<file path="src/rtl/thor2024_macro_expander.sv">
// Thor2024 macro expander: splits ENTER/LEAVE/PUSH/POP into ADDI/STORE/LOAD micro-ops,
// passes every other instruction through as a single PASS micro-op.
module thor2024_macro_expander #(
  parameter logic [5:0] SP_REG   = 6'd31,
  parameter logic [5:0] FP_REG   = 6'd30,
  parameter logic [5:0] LR_REG   = 6'd29,
  parameter logic [6:0] OP_ENTER = 7'h50,
  parameter logic [6:0] OP_LEAVE = 7'h51,
  parameter logic [6:0] OP_PUSH  = 7'h52,
  parameter logic [6:0] OP_POP   = 7'h53
) (
  input  logic        clk,
  input  logic        rst_n,
  input  logic        flush,
  input  logic        in_valid,
  output logic        in_ready,
  input  logic [39:0] in_instr,
  input  logic [31:0] in_pc,
  output logic        out_valid,
  input  logic        out_ready,
  output logic [1:0]  out_kind,
  output logic [5:0]  out_rt,
  output logic [5:0]  out_ra,
  output logic [23:0] out_imm,
  output logic [39:0] out_instr,
  output logic [31:0] out_pc,
  output logic [2:0]  out_idx,
  output logic        out_last
);

  localparam logic [1:0] K_PASS  = 2'd0;
  localparam logic [1:0] K_ADDI  = 2'd1;
  localparam logic [1:0] K_STORE = 2'd2;
  localparam logic [1:0] K_LOAD  = 2'd3;

  typedef enum logic {S_IDLE, S_EXPAND} state_t;

  typedef struct packed {
    logic [1:0]         kind;
    logic [5:0]         rt;
    logic [5:0]         ra;
    logic signed [23:0] imm;
    logic               last;
  } uop_t;

  function automatic logic [5:0] list_reg(input logic [39:0] ins, input logic [1:0] k);
    case (k)
      2'd0:    return ins[12:7];
      2'd1:    return ins[18:13];
      2'd2:    return ins[24:19];
      default: return ins[30:25];
    endcase
  endfunction

  // Micro-op number idx of the sequence for instruction ins; last flags the final one.
  function automatic uop_t gen_uop(input logic [39:0] ins, input logic [2:0] idx);
    uop_t               u;
    logic [2:0]         n;
    logic [2:0]         len;
    logic [2:0]         im1;
    logic signed [23:0] n8;
    logic signed [23:0] i8;
    logic signed [23:0] im1_8;
    logic signed [23:0] fsz;
    n     = 3'({1'b0, ins[34:33]} + 3'd1);
    im1   = idx - 3'd1;
    n8    = {18'd0, n, 3'b000};
    i8    = {18'd0, idx, 3'b000};
    im1_8 = {18'd0, im1, 3'b000};
    fsz   = {7'd0, ins[39:23]};
    u     = '0;
    len   = 3'd1;
    case (ins[6:0])
      OP_PUSH: begin
        len = n + 3'd1;
        if (idx == 3'd0) begin
          u.kind = K_ADDI; u.rt = SP_REG; u.ra = SP_REG; u.imm = -n8;
        end else begin
          u.kind = K_STORE; u.rt = list_reg(ins, im1[1:0]); u.ra = SP_REG; u.imm = im1_8;
        end
      end
      OP_POP: begin
        len = n + 3'd1;
        if (idx == n) begin
          u.kind = K_ADDI; u.rt = SP_REG; u.ra = SP_REG; u.imm = n8;
        end else begin
          u.kind = K_LOAD; u.rt = list_reg(ins, idx[1:0]); u.ra = SP_REG; u.imm = i8;
        end
      end
      OP_ENTER: begin
        len = 3'd5;
        case (idx)
          3'd0:    begin u.kind = K_ADDI;  u.rt = SP_REG; u.ra = SP_REG; u.imm = -24'sd16; end
          3'd1:    begin u.kind = K_STORE; u.rt = FP_REG; u.ra = SP_REG; u.imm = 24'sd0;   end
          3'd2:    begin u.kind = K_STORE; u.rt = LR_REG; u.ra = SP_REG; u.imm = 24'sd8;   end
          3'd3:    begin u.kind = K_ADDI;  u.rt = FP_REG; u.ra = SP_REG; u.imm = 24'sd0;   end
          default: begin u.kind = K_ADDI;  u.rt = SP_REG; u.ra = SP_REG; u.imm = -fsz;     end
        endcase
      end
      OP_LEAVE: begin
        len = 3'd4;
        case (idx)
          3'd0:    begin u.kind = K_ADDI; u.rt = SP_REG; u.ra = FP_REG; u.imm = 24'sd0;  end
          3'd1:    begin u.kind = K_LOAD; u.rt = FP_REG; u.ra = SP_REG; u.imm = 24'sd0;  end
          3'd2:    begin u.kind = K_LOAD; u.rt = LR_REG; u.ra = SP_REG; u.imm = 24'sd8;  end
          default: begin u.kind = K_ADDI; u.rt = SP_REG; u.ra = SP_REG; u.imm = 24'sd16; end
        endcase
      end
      default: u.kind = K_PASS;
    endcase
    u.last = (idx == len - 3'd1);
    return u;
  endfunction

  state_t             state_q;
  logic               out_valid_q;
  logic [1:0]         kind_q;
  logic [5:0]         rt_q;
  logic [5:0]         ra_q;
  logic signed [23:0] imm_q;
  logic [39:0]        instr_q;
  logic [31:0]        pc_q;
  logic [2:0]         idx_q;
  logic               last_q;

  logic       accept;
  logic [2:0] idx_d;
  uop_t       acc_uop_d;
  uop_t       adv_uop_d;

  assign in_ready  = !flush && (state_q == S_IDLE) && (!out_valid_q || out_ready);
  assign accept    = in_valid && in_ready;
  assign idx_d     = idx_q + 3'd1;
  assign acc_uop_d = gen_uop(in_instr, 3'd0);
  assign adv_uop_d = gen_uop(instr_q, idx_d);

  always_ff @(posedge clk or negedge rst_n) begin
    if (!rst_n) begin
      state_q     <= S_IDLE;
      out_valid_q <= 1'b0;
      kind_q      <= '0;
      rt_q        <= '0;
      ra_q        <= '0;
      imm_q       <= '0;
      instr_q     <= '0;
      pc_q        <= '0;
      idx_q       <= '0;
      last_q      <= 1'b0;
    end else if (flush) begin
      state_q     <= S_IDLE;
      out_valid_q <= 1'b0;
      idx_q       <= '0;
    end else begin
      case (state_q)
        S_IDLE: begin
          if (accept) begin
            out_valid_q <= 1'b1;
            kind_q      <= acc_uop_d.kind;
            rt_q        <= acc_uop_d.rt;
            ra_q        <= acc_uop_d.ra;
            imm_q       <= acc_uop_d.imm;
            last_q      <= acc_uop_d.last;
            instr_q     <= in_instr;
            pc_q        <= in_pc;
            idx_q       <= '0;
            state_q     <= acc_uop_d.last ? S_IDLE : S_EXPAND;
          end else if (out_ready) begin
            out_valid_q <= 1'b0;
          end
        end
        default: begin
          // out_valid is always set while expanding; advance only on a handshake
          if (out_ready) begin
            kind_q  <= adv_uop_d.kind;
            rt_q    <= adv_uop_d.rt;
            ra_q    <= adv_uop_d.ra;
            imm_q   <= adv_uop_d.imm;
            last_q  <= adv_uop_d.last;
            idx_q   <= idx_d;
            state_q <= adv_uop_d.last ? S_IDLE : S_EXPAND;
          end
        end
      endcase
    end
  end

  assign out_valid = out_valid_q;
  assign out_kind  = kind_q;
  assign out_rt    = rt_q;
  assign out_ra    = ra_q;
  assign out_imm   = imm_q;
  assign out_instr = instr_q;
  assign out_pc    = pc_q;
  assign out_idx   = idx_q;
  assign out_last  = last_q;

endmodule

</file>
<file path="config.mk">
export PLATFORM = sky130hd
export DESIGN_NAME = thor2024_macro_expander
export DESIGN_NICKNAME = d
export VERILOG_FILES = /design/src/rtl/thor2024_macro_expander.sv
export SDC_FILE = /design/constraint.sdc
export NUM_CORES = 1
export LEC_CHECK = 0
export ABC_AREA = 1
export BUFFER_PORTS_ARGS = -buffer_cell sky130_fd_sc_hd__buf_2
export CORE_UTILIZATION = 47
export DETAILED_ROUTE_END_ITERATION = 8
export HOLD_SLACK_MARGIN = 0.02
export PLACE_DENSITY = 0.83
export SLEW_MARGIN = 20
export SYNTH_ARGS = -nofsm -noshare
export SYNTH_HDL_FRONTEND = slang
export SYNTH_SLANG_ARGS = --single-unit
</file>
<file path="constraint.sdc">
create_clock -name clk -period 2.3 [get_ports clk]
set_input_delay 0.23 -clock clk [delete_from_list [all_inputs] [get_ports clk]]
set_output_delay 0.23 -clock clk [all_outputs]
set_load 0.1 [all_outputs]
</file>
; ---- After elaboration in Yosys (flattened, before gate mapping)
; Cells that the tools add are included.
[word_totals]
regBits = 116
output_inout_bits = 116
word_cells = 106
[classes]
add_sub_neg = 11
eq_ne = 20
muxes = 42
bitwise_logic = 2
reduce_logical = 21
[ops]
columns = cell, n
row1 = $pmux 36 s4, 2
row2 = $pmux 38 s4, 1
row3 = $mux 38, 3
row4 = $pmux 38 s3, 1
row5 = $mux 24, 3
row6 = $eq 7x7->1 const B, 8
row7 = $neg 6->24, 2
row8 = $mux 6, 6
row9 = $pmux 6 s3, 2
row10 = $neg 17->24, 1
row11 = $pmux 3 s3, 2
row12 = $mux 1, 13
row13 = $mux 3, 4
row14 = $add 3x1->3 const B, 3
row15 = $logic_not 3->1, 3
row16 = $sub 3x1->3 const B, 3
row17 = $pmux 2 s4, 1
row18 = $add 2x1->3 const B, 2
row19 = $eq 3x2->1 const B, 2
row20 = $eq 3x3->1, 2
row21 = $mux 2, 3
row22 = $reduce_and 3->1, 2
row23 = $reduce_bool 3->1, 2
row24 = $eq 2x1->1 const B, 2
row25 = other kinds (14), 23

; ---- Longest topological paths before layout
[logic_depth]
depth_word = 9
depth_mapped = 15
ltp_nobuf = 15

; ---- Least setup slack after synthesis
; OpenSTA, ideal clock, no wires.
[synth_path]
path_type = reg-to-reg
startpoint = register instr_q[33] (netlist: out_instr[33])
endpoint = register state_q
setup_time_ns = 0.113
t_arrival_ns = 2.790
path_slack_ns = -0.603
stages_incl_launch_ff = 14
path_cell_list = dfrtp_1 buf_2 inv_1 ha_1 xnor2_1 nand3_1 ha_1 a21oi_1 o21a_1 nand2_1 nor2_1 nand3_1 nand2_1 inv_1
[synth_between]
elab_chain_cells = 9
[synth_rtl]
columns = item, line
row1 = from (decl), 121  ; logic [39:0] instr_q;
row2 = from (signal assigned), 163  ; instr_q <= in_instr;
row3 = $add 2x1->3, 65  ; n = 3'({1'b0, ins[34:33]} + 3'd1);
row4 = $add 3x1->3, "75, 83"
row5 = $pmux 3 s3, 73  ; case (ins[6:0])
row6 = $sub 3x1->3, 111  ; u.last = (idx == len - 3'd1);
row7 = $eq 3x3->1, 111
row8 = $mux 1, 180  ; state_q <= adv_uop_d.last ? S_IDLE : S_EXPAND;
row9 = $mux 1, 173  ; if (out_ready) begin
row10 = $mux 1, 154  ; case (state_q)
row11 = $mux 1, 149  ; end else if (flush) begin
row12 = to (signal assigned), 166  ; state_q <= acc_uop_d.last ? S_IDLE : S_EXPAND;
row13 = to (signal assigned), 180
row14 = to (decl), 115  ; state_t state_q;
; Every way passes these cells.
; A chain may end at the register's enable or synchronous reset.

; ---- Worst setup path after layout
[layout_path]
startpoint = register idx_q[0] (netlist: out_idx[0])
endpoint = register imm_q[19] (netlist: out_imm[19])
[layout_between]
elab_chain_cells = 6
[layout_rtl]
columns = item, line
row1 = from (decl), 123  ; logic [2:0] idx_q;
row2 = from (signal assigned), 179  ; idx_q <= idx_d;
row3 = $add 3x1->3 *, 133  ; assign idx_d = idx_q + 3'd1;
row4 = "$eq 3x2->1, or another cell as far along", 92  ; case (idx)
row5 = $pmux 38 s4 / $mux 38 (equally long branches), "92, 76"
row6 = $pmux 36 s4 *, 73
row7 = $mux 24 *, 173
row8 = $mux 24 *, 154
row9 = to (signal assigned), 161  ; imm_q <= acc_uop_d.imm;
row10 = to (signal assigned), 177  ; imm_q <= adv_uop_d.imm;
row11 = to (decl), 120  ; logic signed [23:0] imm_q;
; Mark *: on every way between the ends. The rest lies on a longest branch, timed or not. The select of a mux whose other input is x is not followed.

==> impl_metrics.prom <==
# TYPE chip_impl_metric gauge
chip_impl_metric{name="detail_route.vias_per_cell",unit=""} 5.13
chip_impl_metric{name="global_route_total_overflow",unit=""} 0
chip_impl_info{name="r2r_start",value="out_idx[0]"} 1
chip_impl_info{name="worst-setup-path-type",value="reg -> reg"} 1
chip_impl_metric{name="synth_warnings",unit=""} 0
chip_impl_metric{name="postSynthNetCount",unit=""} 992
chip_impl_metric{name="report.final.slew_viol_count",unit=""} 0
chip_impl_metric{name="first_global_vias",unit=""} 6140
chip_impl_metric{name="finalHoldViolCount",unit=""} 0
chip_impl_metric{name="timing.reg2reg.setup_slack",unit="ns"} 0.19
chip_impl_metric{name="worst_ir_drop_vdd",unit="V"} 0.000565
chip_impl_info{name="tritoncts",value="done"} 1
chip_impl_metric{name="numPortBuffers",unit=""} 191
chip_impl_info{name="synth-main-ff-cell",value="sky130_fd_sc_hd__dfrtp_1"} 1
chip_impl_metric{name="area_delta_synth_final",unit="%"} 24.3
chip_impl_metric{name="grt_antenna_before_repair",unit=""} 0
chip_impl_info{name="hold_start",value="in_pc[7]"} 1
chip_impl_info{name="worst_hold_path.endpoint",value="out_pc[7]"} 1
chip_impl_metric{name="post_route_fraction_of_the_period_consumed_by_the_critical_path",unit="%"} 91.9
chip_impl_metric{name="number_of_levels_in_the_clock_h_tree",unit=""} 3
chip_impl_metric{name="max_slew_margin",unit="%"} 62.5
chip_impl_info{name="grt_setup_unrepaired",value="true"} 1
chip_impl_metric{name="crit_arrival",unit="ns"} 2.39
chip_impl_metric{name="nets",unit=""} 1184
chip_impl_metric{name="grt_pass1_wl",unit="um"} 30100
chip_impl_info{name="setup.worst_path.start",value="out_idx[0]"} 1
chip_impl_metric{name="worstPathMaxFanout",unit=""} 9
chip_impl_metric{name="dieHeight",unit="um"} 119
chip_impl_metric{name="depth_of_the_most_critical_reg_to_reg_path",unit=""} 10
chip_impl_metric{name="cts_buffers",unit=""} 9
chip_impl_metric{name="syn-mean-instance-area",unit="um2"} 7.18
chip_impl_metric{name="globalRouteMet2Util",unit="%"} 43.9
chip_impl_metric{name="pwr-share-seq",unit="%"} 33.9
chip_impl_metric{name="synth_cell_type_count",unit=""} 37
chip_impl_info{name="cts.root.buffer_cell",value="sky130_fd_sc_hd__clkbuf_16"} 1
chip_impl_metric{name="final-setup-viol-count",unit=""} 0
chip_impl_metric{name="final.setup_skew",unit="ns"} 0.0111
chip_impl_metric{name="worst_slack",unit="ns"} 0.186
chip_impl_metric{name="global_route.usage.total",unit="%"} 26.9
chip_impl_metric{name="io-pin-count",unit=""} 193
chip_impl_metric{name="dr_total_vias",unit=""} 6510
chip_impl_metric{name="synth_sequential_area_ratio",unit="%"} 43.5
chip_impl_metric{name="synth_seq_cells",unit=""} 112
chip_impl_metric{name="post_drt_wl_per_cell",unit="um"} 14.5
chip_impl_metric{name="row_count",unit=""} 42
chip_impl_metric{name="cts.sink_count",unit=""} 112
chip_impl_metric{name="synth_edf_count",unit=""} 0
chip_impl_metric{name="pwr-share-comb",unit="%"} 45.5
chip_impl_metric{name="drt-pass1-iter-count",unit=""} 6
chip_impl_metric{name="ant_nets",unit=""} 0
chip_impl_metric{name="synth-async-reset-ratio",unit="%"} 100
chip_impl_metric{name="critical_path_required",unit="ns"} 2.57
chip_impl_metric{name="timing.final.crit_period",unit="ns"} 2.11
chip_impl_metric{name="clk_path_buf_depth",unit=""} 2
chip_impl_info{name="layout_commonest_cell",value="sky130_fd_sc_hd__nand2_1"} 1
chip_impl_metric{name="pre_cts_ws",unit="ns"} 0.162
chip_impl_metric{name="core_region_area",unit="um2"} 13300
chip_impl_metric{name="cap_viol_max_count",unit=""} 0
chip_impl_info{name="timing.critical_path.from_type",value="register"} 1
chip_impl_info{name="globalRoute.busiestLayer",value="met2"} 1
chip_impl_info{name="r2r_end",value="out_imm[19]"} 1
chip_impl_metric{name="internal_power",unit="mW"} 3.56
chip_impl_metric{name="die-area",unit="um2"} 14200
chip_impl_metric{name="hold_slack",unit="ns"} 0.0590
chip_impl_metric{name="total_leakage_power",unit="nW"} 4.31
chip_impl_metric{name="grt_util_met1",unit="%"} 34.5
chip_impl_metric{name="worstMarginPinSlew",unit="ns"} 0.563
chip_impl_metric{name="max_freq",unit="MHz"} 473
chip_impl_info{name="end_kind",value="register"} 1
chip_impl_metric{name="antenna_cells",unit=""} 0
chip_impl_metric{name="dpl.hpwl",unit="um"} 14300
chip_impl_metric{name="hold_depth",unit=""} 3
chip_impl_metric{name="insertion_delay",unit="ns"} 0.36
chip_impl_metric{name="power.share.clock",unit="%"} 20.6
chip_impl_metric{name="groute.layer.met3.usage",unit="%"} 5.46
chip_impl_metric{name="grt_start_max_net_pins",unit=""} 61
chip_impl_metric{name="gpl.final_weighted_congestion",unit=""} 0.989
chip_impl_metric{name="power.density",unit="nW/um2"} 927
chip_impl_info{name="mostFrequentLayoutCells",value="sky130_fd_sc_hd__nand2_1 (376), sky130_fd_sc_hd__buf_2 (190), sky130_fd_sc_hd__dfrtp_1 (100), sky130_fd_sc_hd__nor2_1 (84), sky130_fd_sc_hd__inv_1 (53)"} 1
chip_impl_metric{name="worst_setup_hold_path_clk_slew",unit="ns"} 0.08
chip_impl_metric{name="post_synth_inst_count",unit=""} 897
chip_impl_info{name="status",value="complete, no violations"} 1
chip_impl_metric{name="die-width",unit="um"} 119
chip_impl_metric{name="drc",unit=""} 0
chip_impl_metric{name="dr.first_iter.drc_count",unit=""} 550
chip_impl_info{name="hold_path.class",value="in -> reg"} 1
chip_impl_metric{name="syn_std_cell_area",unit="um2"} 6440
chip_impl_metric{name="switching_share",unit="%"} 52.0
chip_impl_metric{name="final_layout_size_suffix_gt1_share",unit="%"} 25.6
chip_impl_metric{name="start_util",unit="%"} 48.4
chip_impl_metric{name="total_switching_power",unit="mW"} 3.86
chip_impl_metric{name="finalWirelength",unit="um"} 18400
chip_impl_metric{name="final_core_util",unit="%"} 60.2
## Yosys cell counts (5+ instances only)
cell type / number / share of area (%)
sky130_fd_sc_hd__nand3_1: 47 / 3.7
sky130_fd_sc_hd__nor2_1: 85 / 5.0
sky130_fd_sc_hd__nor3_1: 5 / 0.39
sky130_fd_sc_hd__dfrtp_1: 112 / 44
sky130_fd_sc_hd__buf_4: 7 / 0.82
sky130_fd_sc_hd__xor2_1: 8 / 1.1
sky130_fd_sc_hd__inv_1: 55 / 3.2
sky130_fd_sc_hd__o21ai_0: 47 / 3.7
sky130_fd_sc_hd__ha_1: 18 / 3.5
sky130_fd_sc_hd__nand4_1: 13 / 1.3
sky130_fd_sc_hd__nand2_1: 377 / 22
sky130_fd_sc_hd__buf_2: 19 / 1.5
sky130_fd_sc_hd__clkbuf_1: 8 / 0.47
sky130_fd_sc_hd__a21oi_1: 46 / 3.6
## power groups by stage
stage	combinational, mW	clock (mW)	sequential [mW]
2_1_floorplan	0.665	0	4.56
3_3_place_gp	3.34	0	2.54
3_5_place_dp	3.36	0	2.54
4_1_cts	3.36	1.54	2.51
5_1_grt	3.54	1.63	2.55
6_report	3.37	1.53	2.52
## through the flow
step | TNS, ns | instances | area [um2] | power (mW)
2_1_floorplan | -0.0160 | 897 | 6490 | 5.23
3_3_place_gp | 0 | 1252 | 7660 | 5.88
3_5_place_dp | 0 | 1252 | 7660 | 5.90
4_1_cts | 0 | 1269 | 7960 | 7.41
5_1_grt | -0.0105 | 1270 | 8000 | 7.72
6_report | 0 | 1270 | 8000 | 7.42
## area by class of cell
class | instances | area, um2
fillers | 1262 | 5290
multi-input cells | 686 | 3230
flip-flops and latches | 112 | 2830
repair buffers | 219 | 1210
inverters | 61 | 234
clock buffers | 9 | 225
well taps | 176 | 220
clock inverters | 7 | 61.3
## worst max-delay path by stage
| stage | end | slack, ns |
|---|---|---|
| after global routing | out_last | -0.01 |
| after CTS | state_q | 0.15 |
| after floorplan | state_q | -0.02 |
| final | out_imm[19] | 0.19 |
| after global placement | state_q | 0.17 |
| after detailed placement | state_q | 0.16 |
## registers in the layout, indices dropped and copies added, names as in the netlist
| register | count |
|---|---|
| out_idx | 3 |
| out_imm | 24 |
| state_q | 1 |
| out_valid | 1 |
| out_last | 1 |
| out_ra | 2 |
| out_instr | 40 |
| out_rt | 6 |
| out_kind | 2 |
| out_pc | 32 |
## per-layer routing
| metal | share of wire [%] | up-vias |
|---|---|---|
| met5 | 0 | - |
| met4 | 3.6 | 0 |
| met3 | 6.8 | 33 |
| met2 | 46 | 253 |
| met1 | 43 | 3013 |
| li1 | - | 3211 |
## repair_timing
| item | CTS | global route |
|---|---|---|
| gates resized for setup | 0 | 5 |
| endpoints found under the hold margin | 31 | 0 |
| buffers inserted | 0 | 1 |
| hold buffers | 1 | 0 |
| setup endpoints to repair | 0 | 4 |
## cells by family after synthesis
family,after synthesis,share of synthesized area (%)
AND/OR/NAND/NOR,546,34.8
flip-flops,112,43.5
AO/OA/AOI/OAI,110,9.48
buffers and inverters,99,7.09
adder cells (fa/ha/maj),18,3.50
XOR/XNOR,11,1.50
other,1,0.0582
## worst max-delay path: stages, from the launching register on
cell                      delay, ns
sky130_fd_sc_hd__dfrtp_2       0.47
sky130_fd_sc_hd__ha_1          0.29
sky130_fd_sc_hd__inv_4         0.13
sky130_fd_sc_hd__nand2_4       0.06
sky130_fd_sc_hd__nand2_4       0.10
sky130_fd_sc_hd__nand2_4       0.11
sky130_fd_sc_hd__nor3_2        0.25
sky130_fd_sc_hd__nand2_1       0.22
sky130_fd_sc_hd__nand2_1       0.11
sky130_fd_sc_hd__nand2_1       0.11
sky130_fd_sc_hd__a21oi_1       0.17
Power figures use the tool's default switching activity.
